==> config.mk <==
export PLATFORM = sky130hd
export DESIGN_NAME = pooled_frame_upsampler
export DESIGN_NICKNAME = d
export VERILOG_FILES = /design/src/rtl/pooled_frame_upsampler.sv
export SDC_FILE = /design/constraint.sdc
export NUM_CORES = 1
export LEC_CHECK = 0
export BUFFER_PORTS_ARGS = -buffer_cell sky130_fd_sc_hd__clkbuf_2
export CORE_MARGIN = 2
export CORE_UTILIZATION = 50
export CTS_CLUSTER_SIZE = 24
export DETAILED_ROUTE_END_ITERATION = 10
export GPL_ROUTABILITY_DRIVEN = 1
export GPL_TIMING_DRIVEN = 0
export PLACE_DENSITY_LB_ADDON = 0.05
export SLEW_MARGIN = 20
export SYNTH_ARGS = -nofsm -noshare
export SYNTH_HDL_FRONTEND = slang
export SYNTH_SLANG_ARGS = --single-unit
export TNS_END_PERCENT = 100
==> constraint.sdc <==
create_clock -name clk -period 2 [get_ports clk]
set_clock_uncertainty 0.1 [all_clocks]
set_input_delay 0.1 -clock clk [delete_from_list [all_inputs] [get_ports clk]]
set_output_delay 0.1 -clock clk [all_outputs]
set_load 0.005 [all_outputs]
==> src/rtl/pooled_frame_upsampler.sv <==
// Streams a pooled frame out one pixel per cycle, nearest-neighbour upsampled by `scale` in both axes.
// Optional macro UPSAMPLER_OVERLAP_EN: accept the next frame on the last-pixel handshake for bubble-free streaming.
module pooled_frame_upsampler #(
    parameter int resolution = 8,
    parameter int in_side    = 2,
    parameter int scale      = 2
) (
    input  logic                                  clk,
    input  logic                                  reset,
    input  logic [resolution*in_side*in_side-1:0] frame_in,
    input  logic                                  frame_valid,
    output logic                                  frame_ready,
    output logic [resolution-1:0]                 pix_out,
    output logic                                  pix_valid,
    input  logic                                  pix_ready,
    output logic                                  pix_sol,
    output logic                                  pix_last
);

    localparam int out_side = in_side * scale;
    localparam int num_pix  = in_side * in_side;
    localparam int cnt_w    = (out_side > 1) ? $clog2(out_side) : 1;
    localparam int sub_w    = (scale > 1) ? $clog2(scale) : 1;
    localparam int src_w    = (in_side > 1) ? $clog2(in_side) : 1;
    localparam int idx_w    = (num_pix > 1) ? $clog2(num_pix) : 1;
    localparam logic [cnt_w-1:0] cnt_max = cnt_w'(out_side - 1);
    localparam logic [sub_w-1:0] sub_max = sub_w'(scale - 1);

    typedef enum logic {IDLE, STREAM} state_t;

    state_t                        state, state_next;
    logic [resolution*num_pix-1:0] frame_reg;
    logic [cnt_w-1:0]              row, col;
    logic [sub_w-1:0]              sub_row, sub_col;
    logic [src_w-1:0]              src_row, src_col;
    logic [resolution-1:0]         pixels [num_pix];
    logic [idx_w-1:0]              pix_idx;
    logic                          fire, accept, end_of_row, end_of_frame;

    for (genvar i = 0; i < num_pix; i++) begin : g_unpack
        assign pixels[i] = frame_reg[resolution*i +: resolution];
    end

    // src_row/src_col track row/scale and col/scale via the sub-counters, so no divider is needed.
    assign pix_idx      = idx_w'(src_row) * idx_w'(in_side) + idx_w'(src_col);
    assign pix_valid    = (state == STREAM);
    assign pix_out      = pix_valid ? pixels[pix_idx] : '0;
    assign end_of_row   = (col == cnt_max);
    assign end_of_frame = end_of_row && (row == cnt_max);
    assign pix_sol      = pix_valid && (col == '0);
    assign pix_last     = pix_valid && end_of_frame;
    assign fire         = pix_valid && pix_ready;

`ifdef UPSAMPLER_OVERLAP_EN
    assign frame_ready = (state == IDLE) || (pix_last && pix_ready);
`else
    assign frame_ready = (state == IDLE);
`endif

    assign accept = frame_valid && frame_ready;

    always_ff @(posedge clk or negedge reset) begin
        if (!reset) state <= IDLE;
        else        state <= state_next;
    end

    always_comb begin
        state_next = state;
        case (state)
            IDLE:    if (accept) state_next = STREAM;
            STREAM:  if (fire && end_of_frame && !accept) state_next = IDLE;
            default: state_next = IDLE;
        endcase
    end

    // An accept always lands on a frame boundary, so it restarts every counter at the origin.
    always_ff @(posedge clk or negedge reset) begin
        if (!reset) begin
            frame_reg <= '0;
            row       <= '0;
            col       <= '0;
            sub_row   <= '0;
            sub_col   <= '0;
            src_row   <= '0;
            src_col   <= '0;
        end else if (accept) begin
            frame_reg <= frame_in;
            row       <= '0;
            col       <= '0;
            sub_row   <= '0;
            sub_col   <= '0;
            src_row   <= '0;
            src_col   <= '0;
        end else if (fire) begin
            if (end_of_frame) begin
                row     <= '0;
                col     <= '0;
                sub_row <= '0;
                sub_col <= '0;
                src_row <= '0;
                src_col <= '0;
            end else if (end_of_row) begin
                col     <= '0;
                sub_col <= '0;
                src_col <= '0;
                row     <= row + cnt_w'(1);
                if (sub_row == sub_max) begin
                    sub_row <= '0;
                    src_row <= src_row + src_w'(1);
                end else begin
                    sub_row <= sub_row + sub_w'(1);
                end
            end else begin
                col <= col + cnt_w'(1);
                if (sub_col == sub_max) begin
                    sub_col <= '0;
                    src_col <= src_col + src_w'(1);
                end else begin
                    sub_col <= sub_col + sub_w'(1);
                end
            end
        end
    end

endmodule

======== Word-level counts from Yosys, hierarchy flattened ========
Index checks and enable logic that the tools add are counted.
word-level totals
  register bits after elaboration ......... 41
  bits in latches ......................... 0
  bits in writable memories ............... 0
  bits in read-only memories .............. 0
  bits of input ports ..................... 36
  output and inout port bits .............. 12
  logic and storage cells ................. 71
  memories kept ........................... 0
cells by class
  add/subtract/negate cells ............... 7
  $mul .................................... 0
  div/mod/pow operators ................... 0
  magnitude comparators ................... 1
  equality and inequality tests ........... 2
  shifts and indexed selects .............. 0
  muxes and demuxes ....................... 35
  bitwise logic cells ..................... 2
  reduce and logical (&&, ||, !) cells .... 16
operator list
  operator             count
  $mux 8               3
  $mux 1               22
  $bmux 8 s2           1
  $mux 2               8
  $logic_and 1x1->1    7
  $reduce_bool 3->1    2
  $add 1x1->1 const B  4
  $add 2x1->2 const B  2
  $eq 2x2->1 const B   2
  $reduce_and 2->1     2
  $reduce_bool 4->1    1
  $ge 3x3->1 const B   1
  $not 2->3            1
  $reduce_and 3->1     1
  $add 2x1->2          1
  $logic_not 2->1      1
  $pmux 1 s2           1
  $reduce_bool 2->1    1
  $logic_not 1->1      1
  $not 1->1            1

======== Depth between registers and ports, before layout ========
Gate-level depths: netlist (run 1).
  depth in word-level cells ............... 6
  mapped depth ............................ 5
  gate-level depth less buffers ........... 4

======== Least setup slack after synthesis (run 1) ========
No wires, ideal clock.
  path kind ............................... reg2reg
  start ................................... reg row[0]
  end ..................................... reg src_row
  library setup time ...................... 0.077 ns
  arrival ................................. 1.256 ns
  path slack .............................. 0.567 ns
  stages on the path, launching flop included .. 5
  cells stage by stage .................... dfrtp_1 ha_1 nand4b_1 or3b_1 a21oi_1
on the way
  cells in the longest elaborated chain, start to end .. 5
  elaborated cells between the ends (all ways) .. 8
  classes of those cells .................. 1 x eq/ne; 3 x mux; 4 x reduce/logical
ends and longest elaborated chain
  item                    line  source
  start, declared         33    logic [cnt_w-1:0] row, col;
  start signal, assigned  106   row <= row + cnt_w'(1);
  $eq 2x2->1 *            49    assign end_of_frame = end_of_row && (row == cnt_max);
  $logic_and 1x1->1 *     49
  $mux 1                  95    if (end_of_frame) begin
  $mux 1                  94    end else if (fire) begin
  $mux 1                  86    end else if (accept) begin
  end signal, assigned    109   src_row <= src_row + src_w'(1);
  end, declared           35    logic [src_w-1:0] src_row, src_col;
Every way passes the cells marked *; elsewhere a longest branch is shown, timed or not. The select of a mux whose other input is x is not followed.
A chain may end at the register's enable or synchronous reset.

======== Final worst setup path (run 1) ========
  start ................................... reg src_col
  end ..................................... out pix_out[6]
on the way
  cells in the longest elaborated chain, start to end .. 6
ends and longest elaborated chain
  item                                        line  source
  start, declared                             35
  start signal, assigned                      117   src_col <= src_col + src_w'(1);
  $add 2x1->2                                 45    assign pix_idx = idx_w'(src_row) * idx_w'(in_side) + idx_w'(src_col);
  $not 2->3 (not written as such)             47    assign pix_out = pix_valid ? pixels[pix_idx] : '0;
  $bmux 8 s2                                  47
  $mux 8 (not written as such) (2 in series)  47
  $mux 8                                      47
  end, declared                               13    output logic [resolution-1:0] pix_out,
Every way passes these cells. The select of a mux whose other input is x is not followed.

==> metrics.cfg, run 1 <==
[run_status]
status=completed

[routing]
first_pass_iters=4
drtIter0Drc=54
totalWireLength_um=3990
routed_via_density=5.11
vias=1386
avgRoutedWirePerCell_um=14.7
antenna_left=0
post-route-drc-count=0

[pwr]
total_power_uw=3400
power.density_nw_per_um2=1280
p_sw_uw=963
worst_ir_drop_vdd_mv=0.625
clockPowerShare=0.185
seqPwrFrac=0.423
switching_share=0.284
intPower_uw=2430
combPwrFrac=0.392
leakage_uw=0.00128

[logic_synthesis]
synth-seq-area-share=0.531
synth_seq_cells=41
netlist_instances=136
synth.avg_cell_area_um2=14.2
ys_top_cells_by_area=dfrtp_1, mux2_2, mux4_2
synth_edf_count=0
synth_nets=175
synth.cell_area_um2=1930
async_flop_share=1.00
synth_common_cells=dfrtp_1, mux2_2, and2_1
synth_top_cell_by_area=dfrtp_1
ys.flop_type=dfrtp_1
yosysUniqueCellTypes=27
yosysWarnings=0
synth.most_common_cell=dfrtp_1
synth_top_area_frac=0.531

[grt]
first_global_vias=1442
track_usage=0.211
grt_pass1_wl_um=6770
grt_max_degree=42
grt-ovfl-total=0
antenna_found_initial=0

[critical_path]
start_kind=register
cp.required_ps=1800
worstPathArrival_ps=1650
path_class=reg -> out
crit_path_max_fanout=10
critPathCaptureType=primary output

[cts]
hold_buffers=33
insertion_delay_ps=280
cts_max_path_buffers=2
cts_root_buffer=clkbuf_8
numCtsBuffers=5
cts_resized=0
post-cts-setup-buffers=0
cts_tree=yes
clkSlewWorstSetupHoldPaths_ps=70
h-tree-depth=2
cts.sinks=41

[worst_hold_path]
min_path_type=in -> reg

[layout]
area_growth_pct=37.8
final_cells=271
area.sequential_um2=1030
final_area_um2=2660
drive_gt1_frac=0.444
largest_reg_flops=32
num-fill-cells=264
multi_input_area_um2=823
diodes=0
layout.nets=262

[sta]
period_minus_slack_ps=1850
max_clock_freq_mhz=540
rsz0062_at_grt=false
tightestPinTransition_ps=884
setup_viol=0
fin_tns_setup_ps=0
fin_crit_sh=0.926
slew_headroom=0.410
hold_viol=0
timing.hold.ws_ps=67.5
maxSlewViolCount=0

[run]
drv_cap=0

[placed_design]
place_hpwl_um=2660
gp_congestion=0.764
post_dp_cell_area_um2=2230
port_buffers=47
dp.cells=231

[floorplan]
io-pin-count=48
fp-row-count=22
die_w_um=66.2
die_h_um=66.2
start_util=0.524
fp.coreArea_um2=3690
dieArea_um2=4380

==> layout by cell type, fill, tap and decap left out, drive strengths merged <==
cell         instances
ha                   3
mux4                 8
dlygate4sd3         33
a32o                 1
nor2b                1
nor2                 4
inv                  5
buf                  8
or3b                 1
a41oi                1
mux2i                2
and2                 9
bufinv               1
nand2                3
clkinv               1
and3                 1
dfrtp               41
nand4b               1
nand2b               1
nand3b               1
a31oi                1
nand3                3
o21ai                5
a22o                 1
a21oi                2
mux2                33
clkbuf              52
==> power by group through the flow <==
stage          clock network, uW  logic, uW  registers (uW)
2_1_floorplan                  0        943            1370
3_3_place_gp                   0       1250            1410
4_1_cts                      635       1350            1440
6_report                     628       1330            1440
5_1_grt                      683       1470            1490
3_5_place_dp                   0       1300            1450
==> per-stage QoR <==
step	worst slack [ps]	utilization
5_1_grt	63.9	0.722
3_3_place_gp	471	0.604
2_1_floorplan	567	-
6_report	148	0.722
4_1_cts	142	0.722
3_5_place_dp	457	0.604
==> critical path: stages (launching register included) <==
cell and delay [ps]:
dfrtp_1 390, buf_6 190, mux4_2 500, and2_1 180
clkbuf_2 110
==> per-layer routing <==
metal | GRT usage | vias up | wire length [um]
li1 | - | 661 | -
met4 | 0.0663 | 0 | 41
met3 | 0.0460 | 5 | 140
met5 | 0 | - | 0
met1 | 0.272 | 683 | 1720
met2 | 0.355 | 37 | 2090
==> cell type report <==
class / count / share of cell area
plain buffers: 8 / 0.0240
clock buffers: 5 / 0.0259
clock inverters: 2 / 0.0132
inverters: 5 / 0.00705
multi-input cells: 82 / 0.309
flip-flops and latches: 41 / 0.386
well taps: 48 / 0.0226
repair buffers: 80 / 0.213
==> worst paths after layout <==
check / from / end / slack [ps] / cells past startpoint
hold / removal: pix_ready / pix_valid / 70 / 2
max in group asynchronous: reset / pix_valid / 870 / 2
setup reg to reg: row[0] / src_row / 450 / 4
hold reg to reg: frame_reg[11] / frame_reg[11] / 390 / 1
min in group asynchronous: reset / frame_reg[7] / 380 / 2
setup / recovery: src_col / pix_out[6] / 150 / 4
==> cell families after synthesis <==
family	share of synthesized area
DFF	0.531
and+or+nand+nor	0.0732
adders and majority gates	0.0194
buffers and inverters	0.0427
muxes	0.298
AOI/OAI and AO/OA	0.0356
No activity file was read; power rests on OpenSTA's default activity.
==> inputs of run 2 (changes only) <==
==> constraint.sdc (replaced) <==
create_clock -name clk -period 2 [get_ports clk]
set_clock_uncertainty 0.1 [all_clocks]
set_input_delay 0.4 -clock clk [delete_from_list [all_inputs] [get_ports clk]]
set_output_delay 0.4 -clock clk [all_outputs]
set_load 0.005 [all_outputs]
==> metrics.cfg, run 2 (synthesis gave the netlist of run 1 again) <==
[cts]
cts.sinks=41  ; unchanged
clkSlewWorstSetupHoldPaths_ps=70  ; about the same
insertion_delay_ps=280  ; about the same
cts_root_buffer=clkbuf_8
h-tree-depth=2  ; unchanged
hold_buffers=0  ; -100%
cts_tree=yes
cts_max_path_buffers=2  ; unchanged
numCtsBuffers=5  ; unchanged

[sta]
hold_viol=0  ; unchanged
tightestPinTransition_ps=895  ; +11.1 ps
slew_headroom=0.403  ; -0.00738
maxSlewViolCount=0  ; unchanged
setup_viol=8  ; +8
fin_crit_sh=1.05  ; +0.129
period_minus_slack_ps=2110  ; +257 ps
rsz0062_at_grt=true
layout_setup_ws_ps=-110  ; -257 ps
max_clock_freq_mhz=474  ; -12%

[grt]
grt_most_used_layer=met2
antenna_found_initial=0  ; unchanged
grt_max_degree=42  ; unchanged
grt_pass1_wl_um=6200  ; -8.3%
met2_usage=0.309  ; -0.0462
first_global_vias=1318  ; -8.6%
use_met1=0.256  ; -0.0160
track_usage=0.194  ; -0.0169
met3_usage=0.0545  ; +0.00852
grt-ovfl-total=0  ; unchanged

[layout]
drive_gt1_frac=0.552  ; +0.108
diodes=0  ; unchanged
layout_commonest_cell=clkbuf_2
mostFrequentLayoutCells=clkbuf_2, dfrtp_1, mux2_2
fin_util=0.640  ; -0.0811
largest_reg_flops=32  ; unchanged
area_growth_pct=22.3
layout.nets=231  ; -12%
final_cells=240  ; -11%

[placed_design]
port_buffers=47  ; unchanged
gp_congestion=0.764  ; unchanged
place_hpwl_um=2660  ; unchanged
dp.cells=231  ; unchanged

[routing]
routed_via_density=5.32  ; +4.0%
vias=1277  ; -7.9%
totalWireLength_um=3670  ; -8.0%
avgRoutedWirePerCell_um=15.3  ; +3.9%
antenna_left=0  ; unchanged
drtIter0Drc=58  ; +7.4%
first_pass_iters=6  ; +2
post-route-drc-count=0  ; unchanged

[run]
drv_cap=0  ; unchanged

[floorplan]
fp-row-count=22  ; unchanged
fp.coreArea_um2=3690  ; unchanged
io-pin-count=48  ; unchanged
start_util=0.524  ; unchanged
die_w_um=66.2  ; unchanged
die_h_um=66.2  ; unchanged
dieArea_um2=4380  ; unchanged

[worst_hold_path]
min_path_type=in -> async

[critical_path]
cp.required_ps=1500  ; -300 ps
path_class=reg -> out
crit_path_max_fanout=8  ; -2
worstPathArrival_ps=1610  ; -40 ps
start_kind=register
critPathCaptureType=primary output

[pwr]
power.density_nw_per_um2=1460  ; +15%
worst_ir_drop_vdd_mv=0.608  ; -2.7%
leakage_uw=0.00117  ; -9.0%

[run_status]
status=finished with violations
violations=negative setup slack

run 2: worst paths after layout:
path | from | to | slack [ps] | cells after the start
setup reg to reg | row[0] | src_row | 440 | 4
min in group clk | frame_in[11] | frame_reg[11] | 240 | 2
max in group asynchronous | reset | pix_valid | 1100 | 1
hold / removal | reset | col[1] | 130 | 1
hold reg to reg | frame_reg[11] | frame_reg[11] | 390 | 1
setup / recovery | src_col | pix_out[6] | -110 | 4
run 2: worst max-delay path: stages, from the launching register on:
cell and delay (ps):
dfrtp_1 390, buf_8 170, mux4_2 500, and2_4 170
clkbuf_2 100
run 2: stage by stage:
step,power [uW],cell area (um^2),setup slack (ps),TNS [ps],hold WS (ps)
4_1_cts,3460,2360,-119,-852,202
3_3_place_gp,2660,2230,171,0,371
3_5_place_dp,2750,2230,157,0,380
6_report,3460,2360,-110,-782,134
5_1_grt,3700,2360,-187,-1380,213
2_1_floorplan,2310,1930,343,0,4.41
run 2: final cells by class:
cell class | instances | area [um^2]
timing repair buffer | 49 | 250
tap | 48 | 60.1
buffer | 8 | 67.6
sequential | 41 | 1030
fill | 301 | 1330
clock buffer | 5 | 68.8
multi-input combinational | 82 | 836
inverter | 5 | 18.8
clock inverter | 2 | 35.0
run 2: repair_timing:
| item | in CTS | in global routing |
|---|---|---|
| endpoints found under the setup margin | 7 | 8 |
| resized for setup | 4 | 2 |
| gates cloned | 0 | 0 |
| buffers inserted | 2 | 0 |
run 2: power breakdown:
part / internal (uW) / switching, uW
Clock: 363 / 264
Combinational: 912 / 487
Sequential: 1220 / 213
Total: 2500 / 964
run 2: routing by layer:
metal  part of all wire  wire [um]
met1               0.44       1600
met2               0.50       1840
met3              0.051        186
met4              0.011         42
met5                  0          0
==> inputs of run 3 (changes only) <==
==> constraint.sdc (replaced) <==
create_clock -name clk -period 2 [get_ports clk]
set_clock_uncertainty 0.1 [all_clocks]
set_input_delay 0.4 -clock clk [delete_from_list [all_inputs] [get_ports clk]]
set_output_delay 0.4 -clock clk [all_outputs]
set_load 0.01 [all_outputs]
==> metrics.cfg, run 3 (synthesis gave the netlist of run 1 again) <==
[run_status]
violations=negative setup slack
status=finished with violations

[grt]
grt-ovfl-total=0  ; unchanged
track_usage=0.194  ; unchanged
grt_pass1_wl_um=6200  ; unchanged
grt_max_degree=42  ; unchanged
antenna_found_initial=0  ; unchanged
first_global_vias=1318  ; unchanged

[routing]
avgRoutedWirePerCell_um=15.4  ; +0.33%
drtIter0Drc=55  ; -5.2%
post-route-drc-count=0  ; unchanged
totalWireLength_um=3690  ; +0.33%
first_pass_iters=4  ; -2
antenna_left=0  ; unchanged
vias=1275  ; -0.16%
routed_via_density=5.31  ; -0.16%

[critical_path]
crit-reg2reg-launch=row[0]
reg2reg_slack_ps=440  ; about the same
worstPathArrival_ps=1640  ; +30 ps
start_kind=register
path_class=reg -> out
crit_path_max_fanout=8  ; unchanged
r2r-end=src_row
reg2reg_depth=4  ; unchanged
critPathCaptureType=primary output
cp.required_ps=1500  ; about the same

[layout]
area_growth_pct=23.9
final_cells=240  ; unchanged
drive_gt1_frac=0.552  ; unchanged
mostFrequentLayoutCells=dfrtp_1, clkbuf_2, mux2_2
diodes=0  ; unchanged
num-fill-cells=297  ; -1.3%
layout.nets=231  ; unchanged
largest_reg_flops=32  ; unchanged

[cts]
numCtsBuffers=5  ; unchanged
cts.sinks=41  ; unchanged
hold_buffers=0  ; unchanged
insertion_delay_ps=280  ; about the same
cts_tree=yes
h-tree-depth=2  ; unchanged
cts_max_path_buffers=2  ; unchanged
cts_root_buffer=clkbuf_8
clkSlewWorstSetupHoldPaths_ps=70  ; about the same

[worst_hold_path]
min_path_type=in -> async

[floorplan]
start_util=0.524  ; unchanged
dieArea_um2=4380  ; unchanged
fp-row-count=22  ; unchanged
die_w_um=66.2  ; unchanged
io-pin-count=48  ; unchanged
fp.coreArea_um2=3690  ; unchanged
die_h_um=66.2  ; unchanged

[sta]
setup_viol=8  ; unchanged
hold_viol=0  ; unchanged
timing.hold.ws_ps=130  ; -3.75 ps
tightestPinTransition_ps=877  ; -18.0 ps
period_minus_slack_ps=2140  ; +26.2 ps
max_clock_freq_mhz=468  ; -1.2%
layout_setup_ws_ps=-136  ; -26.2 ps
maxSlewViolCount=0  ; unchanged
slew_headroom=0.415  ; +0.0120
rsz0062_at_grt=true
fin_crit_sh=1.07  ; +0.0131

[pwr]
power.density_nw_per_um2=1530  ; +4.7%
leakage_uw=0.00117  ; +0.77%
worst_ir_drop_vdd_mv=0.752  ; +24%

[run]
drv_cap=0  ; unchanged

[placed_design]
place_hpwl_um=2660  ; unchanged
gp_congestion=0.764  ; unchanged
dp.cells=231  ; unchanged
port_buffers=47  ; unchanged

[run 3: changes by cell type in the layout (fill, tap and decap cells not counted)]
| cell | delta |
|---|---|
| buf_6 | +5 |
| clkbuf_2 | -5 |
[run 3: routing by layer]
metal / GRT usage / routed length [um]
met1: 0.256 / 1580
met2: 0.309 / 1860
met3: 0.0545 / 193
met4: 0.0663 / 42
met5: 0 / 0
[run 3: layout make-up]
class                      count  area [um^2]  share of cell area
buffer                         8         67.6              0.0282
clock buffer                   5         68.8              0.0288
clock inverter                 2         35.0              0.0146
inverter                       5         18.8             0.00784
multi-input combinational     82          836               0.349
sequential                    41         1030               0.429
tap                           48         60.1              0.0251
timing repair buffer          49          282               0.118
[run 3: worst max-delay path by stage]
stage / start / end / slack, ps / cells past startpoint
2_1_floorplan: src_col / pix_out[0] / 320 / 3
3_3_place_gp: src_col / pix_out[6] / 160 / 4
3_5_place_dp: src_col / pix_out[6] / 140 / 4
4_1_cts: src_col / pix_out[6] / -130 / 4
5_1_grt: src_col / pix_out[1] / -200 / 4
6_report: src_col / pix_out[0] / -140 / 4
[run 3: worst max-delay path, stage by stage (launching register included)]
cell and delay (ps):
dfrtp_1 390, buf_8 170, mux4_2 510, and2_4 180, buf_6 110
[run 3: where the power goes]
part | switching [uW] | total (uW) | internal, uW
sequential | 216 | 1440 | 1220
combinational | 577 | 1600 | 1030
clock | 265 | 627 | 363
[run 3: repair_timing]
item	CTS	global route
setup buffers	2	0
gates resized for setup	4	12
endpoints found under the setup margin	8	8
[run 3: metrics by stage]
stage	utilization	area (um^2)	worst slack (ps)	TNS, ps	power, uW
after floorplan	-	1930	321	0	2380
after detailed placement	0.604	2230	141	0	2820
after CTS	0.639	2360	-135	-980	3530
after global routing	0.649	2390	-200	-1500	3910
after global placement	0.604	2230	155	0	2730
final	0.649	2390	-136	-946	3670
